[src/rtl/inst_input_pkg.sv]
// rtl/inst_input_pkg.sv - shared instruction types and default queue depth for the input stage
package inst_input_pkg;

  typedef logic [7:0]  t_opcode;
  typedef logic [15:0] t_data;
  typedef logic [4:0]  t_reg_name;

  typedef struct packed {
    t_opcode   opcode;
    t_data     imm;
    t_reg_name src1;
    t_reg_name src2;
    t_reg_name dst;
  } t_inst;

  localparam int INPUT_QUEUE_DEPTH_DEFAULT = 4;

endpackage

[src/rtl/inst_queue_mem.sv]
// rtl/inst_queue_mem.sv - DEPTH x t_inst register array, one write port, asynchronous read port
module inst_queue_mem
  import inst_input_pkg::*;
#(
  parameter int DEPTH = INPUT_QUEUE_DEPTH_DEFAULT
) (
  input  logic                     clock,
  input  logic                     reset,
  input  logic                     we,
  input  logic [$clog2(DEPTH)-1:0] waddr,
  input  t_inst                    wdata,
  input  logic [$clog2(DEPTH)-1:0] raddr,
  output t_inst                    rdata
);

  t_inst mem_q [DEPTH];
  t_inst mem_d [DEPTH];

  always_comb begin
    mem_d = mem_q;
    if (we) mem_d[waddr] = wdata;
  end

  always_ff @(posedge clock or posedge reset) begin
    if (reset) begin
      for (int i = 0; i < DEPTH; i++) mem_q[i] <= '0;
    end else begin
      mem_q <= mem_d;
    end
  end

  assign rdata = mem_q[raddr];

endmodule

[src/rtl/inst_input_queue.sv]
// rtl/inst_input_queue.sv - circular instruction FIFO feeding decode with flush and sticky overflow
// Optional zero-latency empty-queue bypass enabled by defining INPUT_QUEUE_BYPASS_EN.
module inst_input_queue
  import inst_input_pkg::*;
#(
  parameter int DEPTH    = INPUT_QUEUE_DEPTH_DEFAULT,
  parameter int OPCODE_W = $bits(t_opcode),
  parameter int DATA_W   = $bits(t_data),
  parameter int REG_W    = $bits(t_reg_name)
) (
  input  logic                       clock,
  input  logic                       reset,
  input  logic                       instv,
  input  logic [OPCODE_W-1:0]        opcode,
  input  logic [DATA_W-1:0]          imm,
  input  logic [REG_W-1:0]           src1,
  input  logic [REG_W-1:0]           src2,
  input  logic [REG_W-1:0]           dst,
  input  logic                       flush,
  input  logic                       out_ready,
  output logic                       out_valid,
  output t_inst                      out_inst,
  output logic                       in_ready,
  output logic                       full,
  output logic [$clog2(DEPTH+1)-1:0] count,
  output logic                       overflow
);

  localparam int PTR_W = $clog2(DEPTH);
  localparam int CNT_W = $clog2(DEPTH+1);

  logic [PTR_W-1:0] wr_ptr_q, wr_ptr_d, rd_ptr_q, rd_ptr_d;
  logic [CNT_W-1:0] count_q, count_d;
  logic             overflow_q, overflow_d;
  logic             empty, bypass, push, pop;
  t_inst            in_inst, rd_data;

  always_comb begin
    in_inst        = '0;
    in_inst.opcode = opcode;
    in_inst.imm    = imm;
    in_inst.src1   = src1;
    in_inst.src2   = src2;
    in_inst.dst    = dst;

    empty = (count_q == '0);
    full  = (count_q == CNT_W'(DEPTH));
`ifdef INPUT_QUEUE_BYPASS_EN
    bypass = instv && empty && !flush;
`else
    bypass = 1'b0;
`endif
    out_valid = !empty || bypass;
    out_inst  = bypass ? in_inst : rd_data;

    // Flush empties the queue first, so the same-cycle instruction always fits.
    push = instv && (flush || !full) && !(bypass && out_ready);
    pop  = !empty && out_ready && !flush;
    overflow_d = overflow_q || (instv && full && !flush);

    wr_ptr_d = wr_ptr_q + PTR_W'(push);
    if (flush) begin
      rd_ptr_d = wr_ptr_q;
      count_d  = CNT_W'(push);
    end else begin
      rd_ptr_d = rd_ptr_q + PTR_W'(pop);
      count_d  = count_q + CNT_W'(push) - CNT_W'(pop);
    end
  end

  always_ff @(posedge clock or posedge reset) begin
    if (reset) begin
      wr_ptr_q   <= '0;
      rd_ptr_q   <= '0;
      count_q    <= '0;
      overflow_q <= 1'b0;
    end else begin
      wr_ptr_q   <= wr_ptr_d;
      rd_ptr_q   <= rd_ptr_d;
      count_q    <= count_d;
      overflow_q <= overflow_d;
    end
  end

  inst_queue_mem #(.DEPTH(DEPTH)) u_mem (
    .clock (clock),
    .reset (reset),
    .we    (push),
    .waddr (wr_ptr_q),
    .wdata (in_inst),
    .raddr (rd_ptr_q),
    .rdata (rd_data)
  );

  assign count    = count_q;
  assign in_ready = !full;
  assign overflow = overflow_q;

endmodule

[config.mk]
export PLATFORM = sky130hd
export DESIGN_NAME = inst_input_queue
export DESIGN_NICKNAME = d
export VERILOG_FILES = /design/src/rtl/inst_input_pkg.sv /design/src/rtl/inst_queue_mem.sv /design/src/rtl/inst_input_queue.sv
export SDC_FILE = /design/constraint.sdc
export NUM_CORES = 1
export LEC_CHECK = 0
export CORE_MARGIN = 3
export CORE_UTILIZATION = 40
export DETAILED_ROUTE_END_ITERATION = 12
export PLACE_DENSITY = 0.67
export SYNTH_ARGS = -nofsm -noshare
export SYNTH_HDL_FRONTEND = slang
export SYNTH_SLANG_ARGS = --single-unit
[constraint.sdc]
create_clock -name clock -period 12.51 [get_ports clock]
set_clock_uncertainty 0.05 [all_clocks]
set_input_delay 1.8765 -clock clock [delete_from_list [all_inputs] [get_ports clock]]
set_output_delay 1.8765 -clock clock [all_outputs]
set_load 0.005 [all_outputs]
==> results by group, run 1 <==
Clock tree
  – Clock transition at the registers of the reported paths: 0.07 ns
  – Clock Tree Buf Depth: 2
  – CTS buffer count: 17
  – Clock Sinks: 164
  – Post-CTS Setup Bufs: 0
  – CTS tree: yes
  – Hold-fix buffers, CTS: 0
  – H-Tree Depth: 4
  – Clk root buf: clkbuf_16
  – CTS resizes: 0
  – Clk_lat worst skew: 0.42 ns

STA
  – Final setup fails: 0
  – Fmax: 219 MHz
  – Worst Max-Slew Pin Slew: 0.861 ns
  – Setup TNS: 0 ns
  – Tmin final: 4.56 ns
  – Worst slew margin: 42.6%
  – Tcrit/Tclk final: 36.4%
  – Final hold vios: 0
  – Slew Limit Fails: 0
  – RSZ-0062 raised after global routing: no

Global route
  – First-pass GRT wire length: 24.6 mm
  – Largest net degree at the start of global routing: 97
  – All-Layer GR Usage: 15.9%
  – Initial antenna violation count: 0
  – Vias in the first global route: 4498
  – Gr ovfl total: 0

Final layout
  – Share of layout cells above drive strength 1: 46.1%
  – Final Cell Area: 0.00892 mm²
  – Register area: 0.00411 mm²
  – Fin nets: 555
  – Final core occ: 51.1%
  – Multi-input gate area: 0.00295 mm²
  – Area grow syn2layout: 23.7%
  – FILL cells: 1418
  – # diodes: 0

Job
  – Maxcap violations: 0

Synthesis
  – Synthesized area per cell: 17.1 µm²
  – Seq cells post-synth: 164
  – Area contributors post-synth: dfrtp_1 57%, mux2_2 23%, mux4_2 12%
  – Syn_nets: 468
  – Synth Cell Area: 0.00721 mm²
  – Yosys top cell area share: 56.9%
  – Syn Inst Count: 421
  – Yosys top cell by area: dfrtp_1
  – Sequential area share after synthesis: 56.9%
  – Netlist cell types: 32
  – Syn. warnings: 0

Routing
  – Overall routed net length: 14.8 mm
  – DRT Pass-1 Iters: 4
  – Vias per cell: 5.32
  – Routed wire length on met2: 7.55 mm
  – Initial DRC Count: 173
  – Met3 Routed Length: 649 µm
  – DR DRC count: 0
  – Met1 wire length: 6.45 mm
  – ANT nets after route: 0
  – Drt wl/cell: 19.9 µm
  – Max Used Layer: met4
  – Via Count: 3967

Die
  – Site row count: 48
  – Io pins: 90
  – Die area: 0.0197 mm²
  – Die width: 140 µm
  – Initial core utilization: 41.3%
  – CORE AREA: 0.0175 mm²
  – Height of the chip: 140 µm

Worst setup path
  – Crit Path Class: reg2out
  – WP buf/inv: 2
  – Critical Path Slowest Stage Cell: mux4_2
  – Startpoint types: flip-flop
  – CP peak stage delay: 0.63 ns
  – Arrival @ worst endpoint: 2.63 ns
  – CP top delay family: buffers and inverters
  – Worst setup EP type: primary output
  – Worst Path Required: 10.58 ns
  – Worst-path cell chain: buf_4 > mux4_2 > clkdlybuf4s50_1
  – Critical Path Fanout Max: 31

Power
  – Pwr/cell area: 288 mW/mm²
  – Leak: 0.00364 µW
  – VDD IR max: 0.137 mV

Placement
  – Final RePlAce weighted congestion: 0.697
  – Dpl cell area: 0.00829 mm²
  – HPWL after DPL: 8.94 mm
  – Port Buffer Count: 89

Status
  – Status: finished clean

Worst hold path
  – Worst min-delay path category: reg2reg
==> cell usage after synthesis (all sizes together) <==
| library cell | number |
|---|---|
| dfrtp | 164 |
| mux2 | 157 |
| mux4 | 39 |
| buf | 23 |
| clkbuf | 4 |
| xor2 | 4 |
| inv | 3 |
| nand2 | 3 |
| nor2 | 3 |
| ha | 2 |
| o21ai | 2 |
| a211oi | 1 |
| a21o | 1 |
| and4bb | 1 |
| fa | 1 |
| nor2b | 1 |
| nor3 | 1 |
| nor3b | 1 |
| nor4b | 1 |
| o211ai | 1 |
| o21a | 1 |
| o22a | 1 |
| o311ai | 1 |
| o31ai | 1 |
| or3 | 1 |
| or3b | 1 |
| or4b | 1 |
| xnor2 | 1 |
==> worst paths after layout <==
check	start	to	slack [ns]	cells past startpoint
setup / recovery	rd_ptr_q[1]$_DFF_PP0_	out_inst[19]	7.95	3
hold / removal	overflow$_DFF_PP0_	overflow$_DFF_PP0_	0.43	1
setup reg to reg	count[1]$_DFF_PP0_	count[1]$_DFF_PP0_	10.17	7
hold reg to reg	overflow$_DFF_PP0_	overflow$_DFF_PP0_	0.43	1
max in group asynchronous	reset	u_mem.mem_q[34]$_DFFE_PP0P_	9.02	3
min in group asynchronous	reset	overflow$_DFF_PP0_	1.97	2
==> layer usage <==
layer | track usage, % | up-vias
met1 | 21.1 | 2136
met3 | 4.64 | 16
met4 | 4.44 | 0
li1 | - | 1744
met2 | 25.8 | 71
met5 | 0 | -
==> state kept, by name, summed over array words and instances (netlist names) <==
name / cells
wr_ptr_q: 2
u_mem.mem_q: 156
overflow: 1
count: 3
rd_ptr_q: 2
==> per-stage QoR <==
stage | power [µW] | instances | setup slack (ns) | hold slack, ns
2_1_floorplan | 1590 | 421 | 6.15 | 0.401
3_3_place_gp | 2000 | 714 | 8.26 | 0.406
3_5_place_dp | 2050 | 714 | 8.21 | 0.398
4_1_cts | 2610 | 746 | 7.86 | 0.426
5_1_grt | 2720 | 746 | 7.79 | 0.463
6_report | 2570 | 746 | 7.95 | 0.429
==> power by group <==
part	internal, µW	leakage [µW]	switching (µW)	total [µW]
Sequential	803	0.00194	148	951
Combinational	709	0.00140	359	1070
Clock	350	0.000307	201	550
Total	1860	0.00364	708	2570
==> cell usage in the layout (no fill, tap or decap), types with 4 or more instances in the layout <==
master           netlist  layout
buf_4                  1       6
bufinv_16              0       4
clkbuf_16              0      17
clkdlybuf4s50_1        0      89
dfrtp_1              164     162
mux2_2               147     147
mux2_4                10      10
mux4_2                39      39
xor2_1                 4       4
==> kinds of logic (layout without fill, tap and decap cells) <==
| logic type | Yosys count | in the layout | share of synthesized area [%] |
|---|---|---|---|
| compound gates | 9 | 9 | 0.902 |
| xor+xnor | 5 | 5 | 0.607 |
| fa+ha+maj | 3 | 3 | 0.625 |
| buf+inv | 30 | 130 | 2.27 |
| flops | 164 | 164 | 56.9 |
| mux | 196 | 196 | 37.2 |
| simple gates | 14 | 14 | 1.47 |
==> cell type report <==
class / instances / share of cell area [%]
well taps: 225 / 3.15
inverters: 3 / 0.182
multi-input cells: 227 / 33.1
clock inverters: 9 / 1.70
flip-flops and latches: 164 / 46.0
repair buffers: 95 / 10.5
clock buffers: 23 / 5.36
Note: power is estimated with default switching activity, not from simulation.
==> inputs of run 2 (changes only) <==
==> constraint.sdc (replaced) <==
create_clock -name clock -period 4.5 [get_ports clock]
set_clock_uncertainty 0.05 [all_clocks]
set_input_delay 0.675 -clock clock [delete_from_list [all_inputs] [get_ports clock]]
set_output_delay 0.675 -clock clock [all_outputs]
set_load 0.005 [all_outputs]
==> run 2 against run 1 <==
Against the previous run:
- setup slack worse by 6.8 ns
- first-iteration DRC count up 18%
- non-clock buffer count up 5
- sequential power rose to 2.9 times the previous value
- power rose to 2.7 times the previous value
- final area down 0.76%
- sequential cell count unchanged
- clock-buffer cell count unchanged
- hold slack better by 0.014 ns
- largest cell class unchanged
==> results by group, run 2 (synthesized netlist as in run 1, its figures left out) <==
Placement
  – Final RePlAce weighted congestion: 0.745
  – HPWL after DPL: 9.54 mm
  – Port Buffer Count: 89
  – Dpl cell area: 0.00836 mm²
  – Placed cells: 719
  – Post-placement setup slack: 1.41 ns

Routing
  – ANT nets after route: 0
  – DRT Pass-1 Iters: 4
  – Vias per cell: 5.24
  – Via Count: 3916
  – Overall routed net length: 14.8 mm
  – Initial DRC Count: 204
  – Drt wl/cell: 19.8 µm
  – DR DRC count: 0

STA
  – Slew Limit Fails: 0
  – Fmax: 302 MHz
  – Tmin final: 3.31 ns
  – Final hold vios: 0
  – WHS: 0.443 ns
  – Worst Max-Slew Pin Slew: 1.01 ns
  – Tcrit/Tclk final: 73.6%
  – Post-route setup slack: 1.19 ns
  – Final setup fails: 0
  – RSZ-0062 raised after global routing: no
  – Setup TNS: 0 ns
  – Worst slew margin: 32.8%

Global route
  – First-pass GRT wire length: 24.5 mm
  – Largest net degree at the start of global routing: 89
  – Gr ovfl total: 0
  – Vias in the first global route: 4495
  – Initial antenna violation count: 0
  – All-Layer GR Usage: 16.1%

Worst setup path
  – Arrival @ worst endpoint: 2.59 ns
  – Critical Path Fanout Max: 22
  – Worst setup EP type: primary output
  – Crit Path Class: reg2out
  – Startpoint types: flip-flop
  – Worst Path Required: 3.77 ns

Final layout
  – # diodes: 0
  – Largest reg by FF count: u_mem.mem_q
  – Final Non-Filler Cells: 748
  – Area grow syn2layout: 22.8%
  – Largest register FFs: 156
  – Final Cell Area: 0.00886 mm²
  – Most frequent cells in the layout: 162 x dfrtp_1, 147 x mux2_2, 89 x clkdlybuf4s50_1
  – Share of layout cells above drive strength 1: 46.1%
  – Fin nets: 560
  – Most common cell after layout, fill and taps aside: dfrtp_1

Clock tree
  – Hold-fix buffers, CTS: 0
  – Clock Sinks: 164
  – Clock Tree Buf Depth: 2
  – Clock transition at the registers of the reported paths: 0.06 ns
  – Clk_lat worst skew: 0.41 ns
  – Post-CTS Setup Bufs: 0
  – CTS buffer count: 17
  – Clk root buf: clkbuf_16
  – CTS resizes: 0
  – CTS tree: yes
  – H-Tree Depth: 4

Die
  – Site row count: 48
  – Die width: 140 µm
  – Io pins: 90
  – CORE AREA: 0.0175 mm²
  – Die area: 0.0197 mm²
  – Initial core utilization: 41.3%
  – Height of the chip: 140 µm

Power
  – VDD IR max: 0.419 mV
  – Pwr/cell area: 779 mW/mm²
  – Leak: 0.00361 µW

Job
  – Maxcap violations: 0

Status
  – Status: finished clean

Worst hold path
  – Worst min-delay path category: reg2reg
run 2: cell count changes in the layout (fill, tap and decap cells not counted):
cell,before,now
inv_6,1,0
clkbuf_8,3,2
clkinv_4,1,0
clkinvlp_4,1,2
buf_12,0,2
clkinv_2,3,5
bufinv_16,4,0
buf_4,6,9
clkbuf_1,3,4
run 2: metrics by stage:
| stage | utilization [%] | power, µW |
|---|---|---|
| after floorplan | - | 4430 |
| after global placement | 47.8 | 5600 |
| after detailed placement | 47.8 | 5730 |
| after CTS | 50.7 | 7010 |
| after global routing | 50.7 | 7340 |
| final | 50.7 | 6900 |
run 2: cell type report:
type | count | area (µm²)
clock buffer | 23 | 468
inverter | 3 | 15.0
fill | 1443 | 8620
tap | 225 | 282
timing repair buffer | 100 | 998
clock inverter | 6 | 32.5
multi-input combinational | 227 | 2950
sequential | 164 | 4110
run 2: final timing paths:
path                                             from                      endpoint  slack (ns)  cells past startpoint
worst max-delay path            rd_ptr_q[0]$_DFF_PP0_                   out_inst[3]        1.19                      3
worst min-delay path               overflow$_DFF_PP0_            overflow$_DFF_PP0_        0.44                      1
worst max register to register     count[1]$_DFF_PP0_            count[1]$_DFF_PP0_        2.16                      7
worst min register to register     overflow$_DFF_PP0_            overflow$_DFF_PP0_        0.44                      1
max in group asynchronous                       reset  u_mem.mem_q[127]$_DFFE_PP0P_        2.65                      3
min in group asynchronous                       reset            count[1]$_DFF_PP0_        0.80                      2
run 2: critical path: stages, from the launching register on:
cell and delay (ns):
dfrtp_2 0.79, buf_4 0.36, mux4_2 0.54, clkdlybuf4s50_1 0.47
run 2: layer usage:
layer / track usage, % / wire, µm / vias up
met3: 4.98 / 777 / 11
met4: 4.44 / 144 / 0
li1: - / - / 1752
met5: 0 / 0 / -
met2: 26.4 / 7470 / 70
met1: 20.8 / 6430 / 2083
run 2: where the power goes:
part	switching (µW)	internal (µW)	leakage [µW]
sequential	508	2230	0.00194
combinational	908	1990	0.00143
clock	535	720	0.000248
total	1950	4950	0.00361
==> inputs of run 3 (changes only) <==
==> constraint.sdc (replaced) <==
create_clock -name clock -period 3.1 [get_ports clock]
set_clock_uncertainty 0.05 [all_clocks]
set_input_delay 0.465 -clock clock [delete_from_list [all_inputs] [get_ports clock]]
set_output_delay 0.465 -clock clock [all_outputs]
set_load 0.005 [all_outputs]
==> run 3 against run 2 <==
Against the previous run:
- non-clock buffer count grew 4
- setup slack got worse by 0.85 ns
- sequential share of layout area down 1.1 points
- die area unchanged
- power grew 52%
- global-route usage fell by 0.14 points
- critical path type unchanged
- critical endpoint is now out_inst[30]
==> results by group, run 3 (synthesized netlist as in run 1, its figures left out) <==
Final layout
  – Area grow syn2layout: 25.7%
  – Most frequent cells in the layout: 162 x dfrtp_1, 147 x mux2_2, 89 x clkdlybuf4s50_1
  – # diodes: 0
  – Fin nets: 564
  – Most common cell after layout, fill and taps aside: dfrtp_1
  – Largest reg by FF count: u_mem.mem_q
  – Share of layout cells above drive strength 1: 47.4%
  – Largest register FFs: 156

STA
  – Setup TNS: 0 ns
  – Slew Limit Fails: 0
  – Final setup fails: 0
  – Tmin final: 2.76 ns
  – Final hold vios: 0
  – Post-route setup slack: 0.339 ns
  – RSZ-0062 raised after global routing: no
  – Worst Max-Slew Pin Slew: 0.499 ns
  – Fmax: 362 MHz
  – Tcrit/Tclk final: 89.1%
  – Worst slew margin: 66.7%

Die
  – CORE AREA: 0.0175 mm²
  – Die area: 0.0197 mm²
  – Io pins: 90
  – Site row count: 48
  – Height of the chip: 140 µm
  – Initial core utilization: 41.3%
  – Die width: 140 µm

Worst setup path
  – WP buf/inv: 2
  – Crit Path Class: reg2out
  – Worst-path cell chain: buf_12 > mux4_2 > clkdlybuf4s50_1
  – Worst setup EP type: primary output
  – Critical Path Fanout Max: 12
  – R2r worst-path depth: 7
  – CP peak stage delay: 0.60 ns
  – Arrival @ worst endpoint: 2.25 ns
  – Reg2reg start: count[1]$_DFF_PP0_
  – Critical Path Slowest Stage Cell: dfrtp_2
  – Flop2flop setup slack: 0.78 ns
  – Reg2Reg Capture Point: count[1]$_DFF_PP0_
  – Startpoint types: flip-flop
  – Worst Path Required: 2.58 ns
  – CP top delay family: buffers and inverters

Global route
  – Largest net degree at the start of global routing: 93
  – All-Layer GR Usage: 15.9%
  – First-pass GRT wire length: 24.4 mm
  – Initial antenna violation count: 0
  – Gr ovfl total: 0
  – Vias in the first global route: 4460

Routing
  – Overall routed net length: 14.9 mm
  – ANT nets after route: 0
  – Initial DRC Count: 161
  – Drt wl/cell: 19.8 µm
  – DRT Pass-1 Iters: 4
  – Vias per cell: 5.32
  – DR DRC count: 0
  – Via Count: 4016

Placement
  – HPWL after DPL: 9.66 mm
  – Post-placement setup slack: 0.467 ns
  – Port Buffer Count: 89
  – Final RePlAce weighted congestion: 0.730

Power
  – Clock power share: 21.3%
  – Net Sw Frac: 27.7%
  – Leak: 0.00371 µW
  – Pwr/cell area: 1160 mW/mm²
  – Sequential power share: 36.8%
  – Combinational share of power: 42.0%
  – VDD IR max: 0.644 mV
  – Switching pwr: 2900 µW
  – Int Pwr: 7590 µW

Clock tree
  – Clock Tree Buf Depth: 2
  – Clk root buf: clkbuf_16
  – Clock Sinks: 164
  – CTS buffer count: 17
  – Post-CTS Setup Bufs: 0
  – CTS resizes: 0
  – Clk_lat worst skew: 0.42 ns
  – Hold-fix buffers, CTS: 0
  – H-Tree Depth: 4
  – CTS tree: yes
  – Clock transition at the registers of the reported paths: 0.06 ns

Status
  – Status: finished clean

Worst hold path
  – Worst min-delay path category: in2async

Job
  – Maxcap violations: 0
## run 3: cell types whose count changed in the layout (fill, tap and decap cells not counted)
cell,delta
clkbuf_1,-3
bufinv_16,+4
clkinv_2,-2
buf_12,+4
clkinvlp_4,+1
clkinv_4,+2
inv_6,+1
## run 3: power by group through the flow
| stage | clock [µW] | combinational [µW] | sequential (µW) |
|---|---|---|---|
| final | 2230 | 4400 | 3860 |
| after global routing | 2380 | 4720 | 4000 |
| after CTS | 2280 | 4500 | 3860 |
| after detailed placement | 0 | 4480 | 3890 |
| after global placement | 0 | 4380 | 3820 |
| after floorplan | 0 | 2790 | 3640 |
## run 3: worst max path at each step
stage                                startpoint                     endpoint  slack (ns)  cells after the start
after floorplan                           reset           count[0]$_DFF_PP0_        0.50                      1
after global placement                    flush  u_mem.mem_q[47]$_DFFE_PP0P_        0.55                      5
after detailed placement                  flush  u_mem.mem_q[48]$_DFFE_PP0P_        0.47                      5
after CTS                 rd_ptr_q[0]$_DFF_PP0_                 out_inst[30]        0.27                      3
after global routing      rd_ptr_q[0]$_DFF_PP0_                 out_inst[30]        0.22                      3
final                     rd_ptr_q[0]$_DFF_PP0_                 out_inst[30]        0.34                      3
## run 3: final cells by class
type                            instances  area, µm²
Multi-Input combinational cell        227       2950
Fill cell                            1407       8410
Timing Repair Buffer                  104       1080
Inverter                                3       15.0
Clock buffer                           20        457
Tap cell                              225        282
Clock inverter                         12        176
Sequential cell                       164       4110
## run 3: routing by layer
layer	wire [µm]	share of wire, %	track usage, %
met2	7560	51	26.5
met1	6620	44	20.8
met5	0	0	0
met4	96	0.64	3.88
met3	651	4.4	4.54
## run 3: metrics by stage
step	total power [µW]	hold WS [ns]	std cells	util, %	instance area, µm²
2_1_floorplan	6430	0.401	421	-	7220
3_3_place_gp	8190	0.409	723	48.3	8440
3_5_place_dp	8370	0.415	723	48.3	8440
4_1_cts	10700	0.290	755	51.9	9070
5_1_grt	11100	0.318	755	51.9	9070
6_report	10500	0.299	755	51.9	9070
